--- src/rtl/game_state_sync.sv ---
// Double-buffers game-state packets and commits them atomically at the start of vertical blanking.
// A capture lands one cycle after data_ready_i and a commit one cycle after frame_start_i. There is no backpressure; overwritten uncommitted packets are counted.
module game_state_sync #(
   parameter int  NUM_COORDS   = 4,
   parameter int  COORD_W      = 10,
   parameter int  COORD_MAX    = 799,
   parameter int  NUM_SCORES   = 2,
   parameter int  STALE_FRAMES = 60,
   localparam int NUM_BYTES    = 2*NUM_COORDS + NUM_SCORES
) (
   input  logic               sys_clk_i,
   input  logic               sys_rst_i,
   input  logic               data_ready_i,
   input  logic [7:0]         data_in [NUM_BYTES],
   input  logic               frame_start_i,
   output logic [COORD_W-1:0] coord_o [NUM_COORDS],
   output logic [7:0]         score_o [NUM_SCORES],
   output logic               frame_update_o,
   output logic               pending_o,
   output logic               stale_o,
   output logic [7:0]         drop_cnt_o,
   output logic               clamp_err_o
);

   localparam logic [COORD_W-1:0] CMAX      = COORD_W'(COORD_MAX);
   localparam logic [7:0]         STALE_LIM = 8'(STALE_FRAMES);

   typedef enum logic {EMPTY, PENDING} state_t;

   state_t             state_q, state_d;
   logic               commit, overrun;

   logic [COORD_W-1:0] dec_coord [NUM_COORDS];
   logic [7:0]         dec_score [NUM_SCORES];
   logic               dec_clamp;

   logic [COORD_W-1:0] shadow_coord_q [NUM_COORDS];
   logic [7:0]         shadow_score_q [NUM_SCORES];
   logic [COORD_W-1:0] coord_q [NUM_COORDS];
   logic [7:0]         score_q [NUM_SCORES];
   logic               upd_q;
   logic               clamp_q, clamp_d;
   logic [7:0]         drop_q, drop_d;
   logic [7:0]         stale_q, stale_d;

   // Low byte first; high-byte bits above COORD_W are dropped by the cast.
   always_comb begin
      dec_clamp = 1'b0;
      for (int i = 0; i < NUM_COORDS; i++) begin
         dec_coord[i] = COORD_W'({data_in[2*i+1], data_in[2*i]});
         if (dec_coord[i] > CMAX) begin
            dec_coord[i] = CMAX;
            dec_clamp    = 1'b1;
         end
      end
      for (int j = 0; j < NUM_SCORES; j++) begin
         dec_score[j] = data_in[2*NUM_COORDS+j];
      end
   end

   always_ff @(posedge sys_clk_i) begin
      if (sys_rst_i) state_q <= EMPTY;
      else           state_q <= state_d;
   end

   always_comb begin
      state_d = state_q;
      commit  = 1'b0;
      overrun = 1'b0;
      case (state_q)
         EMPTY: begin
            if (data_ready_i) state_d = PENDING;
         end
         PENDING: begin
            commit  = frame_start_i;
            overrun = data_ready_i && !frame_start_i;
            if (frame_start_i && !data_ready_i) state_d = EMPTY;
         end
      endcase
   end

   always_comb begin
      drop_d  = drop_q;
      stale_d = stale_q;
      clamp_d = clamp_q | (data_ready_i & dec_clamp);
      if (overrun && drop_q != 8'hFF) drop_d = drop_q + 8'd1;
      if (commit) stale_d = 8'd0;
      else if (frame_start_i && stale_q != STALE_LIM) stale_d = stale_q + 8'd1;
   end

   always_ff @(posedge sys_clk_i) begin
      if (sys_rst_i) begin
         for (int i = 0; i < NUM_COORDS; i++) begin
            shadow_coord_q[i] <= '0;
            coord_q[i]        <= '0;
         end
         for (int j = 0; j < NUM_SCORES; j++) begin
            shadow_score_q[j] <= '0;
            score_q[j]        <= '0;
         end
         upd_q   <= 1'b0;
         drop_q  <= 8'd0;
         stale_q <= 8'd0;
         clamp_q <= 1'b0;
      end else begin
         // Commit reads the old shadow in the same cycle a new packet may overwrite it.
         if (commit) begin
            for (int i = 0; i < NUM_COORDS; i++) coord_q[i] <= shadow_coord_q[i];
            for (int j = 0; j < NUM_SCORES; j++) score_q[j] <= shadow_score_q[j];
         end
         if (data_ready_i) begin
            for (int i = 0; i < NUM_COORDS; i++) shadow_coord_q[i] <= dec_coord[i];
            for (int j = 0; j < NUM_SCORES; j++) shadow_score_q[j] <= dec_score[j];
         end
         upd_q   <= commit;
         drop_q  <= drop_d;
         stale_q <= stale_d;
         clamp_q <= clamp_d;
      end
   end

   assign coord_o        = coord_q;
   assign score_o        = score_q;
   assign frame_update_o = upd_q;
   assign pending_o      = (state_q == PENDING);
   assign stale_o        = (stale_q == STALE_LIM);
   assign drop_cnt_o     = drop_q;
   assign clamp_err_o    = clamp_q;

endmodule

--- config.mk ---
export PLATFORM = sky130hd
export DESIGN_NAME = game_state_sync
export DESIGN_NICKNAME = d
export VERILOG_FILES = /design/src/rtl/game_state_sync.sv
export SDC_FILE = /design/constraint.sdc
export NUM_CORES = 1
export LEC_CHECK = 0
export BUFFER_PORTS_ARGS = -buffer_cell sky130_fd_sc_hd__buf_2
export CAP_MARGIN = 20
export CORE_MARGIN = 1.5
export CORE_UTILIZATION = 50
export DETAILED_ROUTE_END_ITERATION = 8
export PLACE_DENSITY = 0.79
export SLEW_MARGIN = 25
export SYNTH_ARGS = -nofsm -noshare
export SYNTH_HDL_FRONTEND = slang
export SYNTH_SLANG_ARGS = --single-unit
--- constraint.sdc ---
create_clock -name sys_clk_i -period 2 [get_ports sys_clk_i]
set_input_delay 0.4 -clock sys_clk_i [delete_from_list [all_inputs] [get_ports sys_clk_i]]
set_output_delay 0.4 -clock sys_clk_i [all_outputs]
set_load 0.05 [all_outputs]
==> results.toml <==
[power_and_ir_drop]
leakagePower_uw = 0.00282
sw_frac_of_total_pct = 23.0
clockPowerShare_pct = 48.1
p_int_uw = 5200
p_sw_uw = 1550
combPwrFrac_pct = 7.6
power_density_nw_per_um2 = 1070
vdd_drop_max_uv = 593
seqPwrFrac_pct = 44.3

[floorplan]
die-area_um2 = 10200
die_w_um = 101
chipHeight_um = 101
boundaryPins = 152
start_util_pct = 51.6
num_rows = 35
core_um2 = 9280

[synthesis]
synthArstFlopShare_pct = 0
ys.flop_type = "dfxtp_1"
netlist_instances = 357
synth_area_um2 = 4790
synth.top_cells.by_area = "edfxtp_1 (35%), dfxtp_1 (31%), a22o_1 (10%)"
synth_edf_count = 56
synth_top_area_share_pct = 35.1
syn_area_per_cell_um2 = 13.4
yosysSeqAreaShare_pct = 66.4
synth_area_leader_cell = "edfxtp_1"
synth_seq_cells = 131
syn_nets = 444
yosys_warnings = 0
yosysUniqueCellTypes = 46

[clocking]
clk_pin_slew_worst_paths_ns = 0.06
cts.sinks = 131
clockRootBuffer = "clkbuf_8"
htreeDepth = 4
clockBufferDepth = 2
clk_latency_ns = 0.50
tritoncts = "built"
numCtsBuffers = 17

[placed_design]
dp_hpwl_um = 6630
place_congestion = 0.771
dp.cells = 602
portBuffers = 127

[sta]
finalSetupViolCount = 1
finalWorstSetupSlack_ns = -0.101
min_period_ns = 2.10
tightest_slew_ns = 0.494
timing.final.crit_share_pct = 105
finalHoldViolCount = 0
max_freq_ghz = 0.476
setup_tns_ns = -0.101
clock-skew-final_ns = 0.00604
rsz0062_at_grt = "yes"
slew_headroom_pct = 66.6
report.final.slew_viol_count = 0
hold_ws_ns = 0.173

[detailed_routing]
first_pass_iters = 5
postRouteAntennaNets = 0
drc_errors = 0
totalWireLength_um = 10100
vias = 3358
drt-initial-drc-count = 107
wl_per_cell_um = 15.8
vias_per_cell = 5.25

[grt]
grt_max_degree = 58
grt_pass1_vias = 3244
antenna_found_initial = 1
overflow = 0
grt_pass1_wl_um = 15700
grt_usage_pct = 20.2

[critical_path]
crit_slowest_cell = "or3b_4"
worstPathCellList = "inv_2, ha_4, or3b_4, nor2_4, buf_8"
cp_max_fo = 2
crit_arrival_ns = 1.70
cp.required_ns = 1.60
endpoint_kind = "primary output"
critPathMaxStageDelay_ns = 0.39
critPathLaunchType = "flop"
worstSetupPathType = "flop to primary output"

[run]
maxCapViolations = 0

[cells_and_area]
mostFrequentLayoutCells = "buf_2 (126), dfxtp_1 (73), a22o_1 (56), edfxtp_1 (56), and2_1 (24)"
finalNonFillerCells = 640
final_core_util_pct = 68.1
area_delta_synth_final_pct = 31.9
mostFrequentLayoutCell = "buf_2"
drive_above_1_share_pct = 37.3
layout.nets = 584
fillCellCount = 708

[worst_hold_path]
hold_path_class = "input pin to flop"

[status]
outcome = "finished, violations left"
violations = "negative setup slack"
[cells by family after synthesis]
logic type,synth area share [%]
xor gates and xnor gates,0.914
buffers and inverters,2.38
adders and majority gates,0.784
DFF,66.4
AOI/OAI and AO/OA,18.0
muxes,0.862
and+or+nand+nor,10.6
[synthesized netlist by cell type, types with 2 or more instances]
cell type and count:
dfxtp_1 75, a22o_1 56, edfxtp_1 56, and2_1 24
o21a_1 20, nor2_1 16, and3_1 13, buf_2 10
nand2_1 8, clkbuf_1 7, nand3_1 6, o21ai_0 5
a21oi_1 4, inv_1 4, o311a_1 4, o311ai_0 4
buf_4 3, ha_1 3, mux2i_1 3, xor2_1 3
a211oi_1 2, a21oi_2 2, nand2b_1 2, nor2b_1 2
nor3_1 2, o211ai_1 2, xnor2_1 2
[per-layer routing]
layer  vias up  routed length, µm  GRT usage [%]  share of wire (%)
met2       101               5100           33.5                 50
met4         0                156           8.34                1.5
met5         -                  0              0                  0
li1       1646                  -              -                  -
met3        15                524           6.17                5.2
met1      1596               4340           24.7                 43
[worst paths after layout]
path	from	endpoint	slack, ns	cells after the start
min reg2reg	clamp_err_o	clamp_err_o	0.45	2
min	data_in[5]	shadow_score_q[0][13]	0.17	2
max	stale_q[0]	stale_o	-0.10	5
max reg2reg	stale_q[0]	stale_q[3]	0.34	7
[repair_timing]
action	CTS	global route
hold buffers	0	0
pin swaps	2	0
gates cloned	0	0
resized for setup	9	1
endpoints found under the setup margin	1	1
setup buffers	5	0
[flip-flops by register name, summed over array words and instances (netlist names)]
signal and cells:
coord_o 40, score_o 16, frame_update_o 1, shadow_coord_q 40, stale_q 8, pending_o 1, drop_cnt_o 8, shadow_score_q 16
clamp_err_o 1
[worst max-delay path: cells and delay by family (launching register included)]
kind,cells,cell delay [ns]
simple gates,2,0.51
flops,1,0.33
fa+ha+maj,1,0.13
buf+inv,2,0.23
[per-stage QoR]
step / area (µm²) / setup WS, ns / total power (µW)
finish: 6320 / -0.101 / 6760
global route: 6320 / -0.151 / 6970
CTS: 6310 / -0.0925 / 6800
detailed placement: 5620 / 0.221 / 3540
global placement: 5620 / 0.242 / 3520
floorplan: 4790 / 0.175 / 3350
[area by class of cell]
| class | count | area (µm²) | area share (%) |
|---|---|---|---|
| flip-flops and latches | 131 | 3190 | 50.4 |
| multi-input cells | 202 | 1540 | 24.3 |
| well taps | 129 | 161 | 2.55 |
| inverters | 4 | 15.0 | 0.238 |
| clock buffers | 19 | 432 | 6.83 |
| repair buffers | 141 | 788 | 12.5 |
| clock inverters | 13 | 198 | 3.13 |
| diodes | 1 | 2.50 | 0.0396 |
[power by group through the flow]
stage	Sequential, µW	Combinational [µW]	Clock (µW)
5_1_grt	3010	550	3420
3_3_place_gp	3040	480	0
2_1_floorplan	3180	176	0
6_report	2990	513	3250
4_1_cts	2990	515	3300
3_5_place_dp	3050	491	0
(Power assumes the default switching activity.)
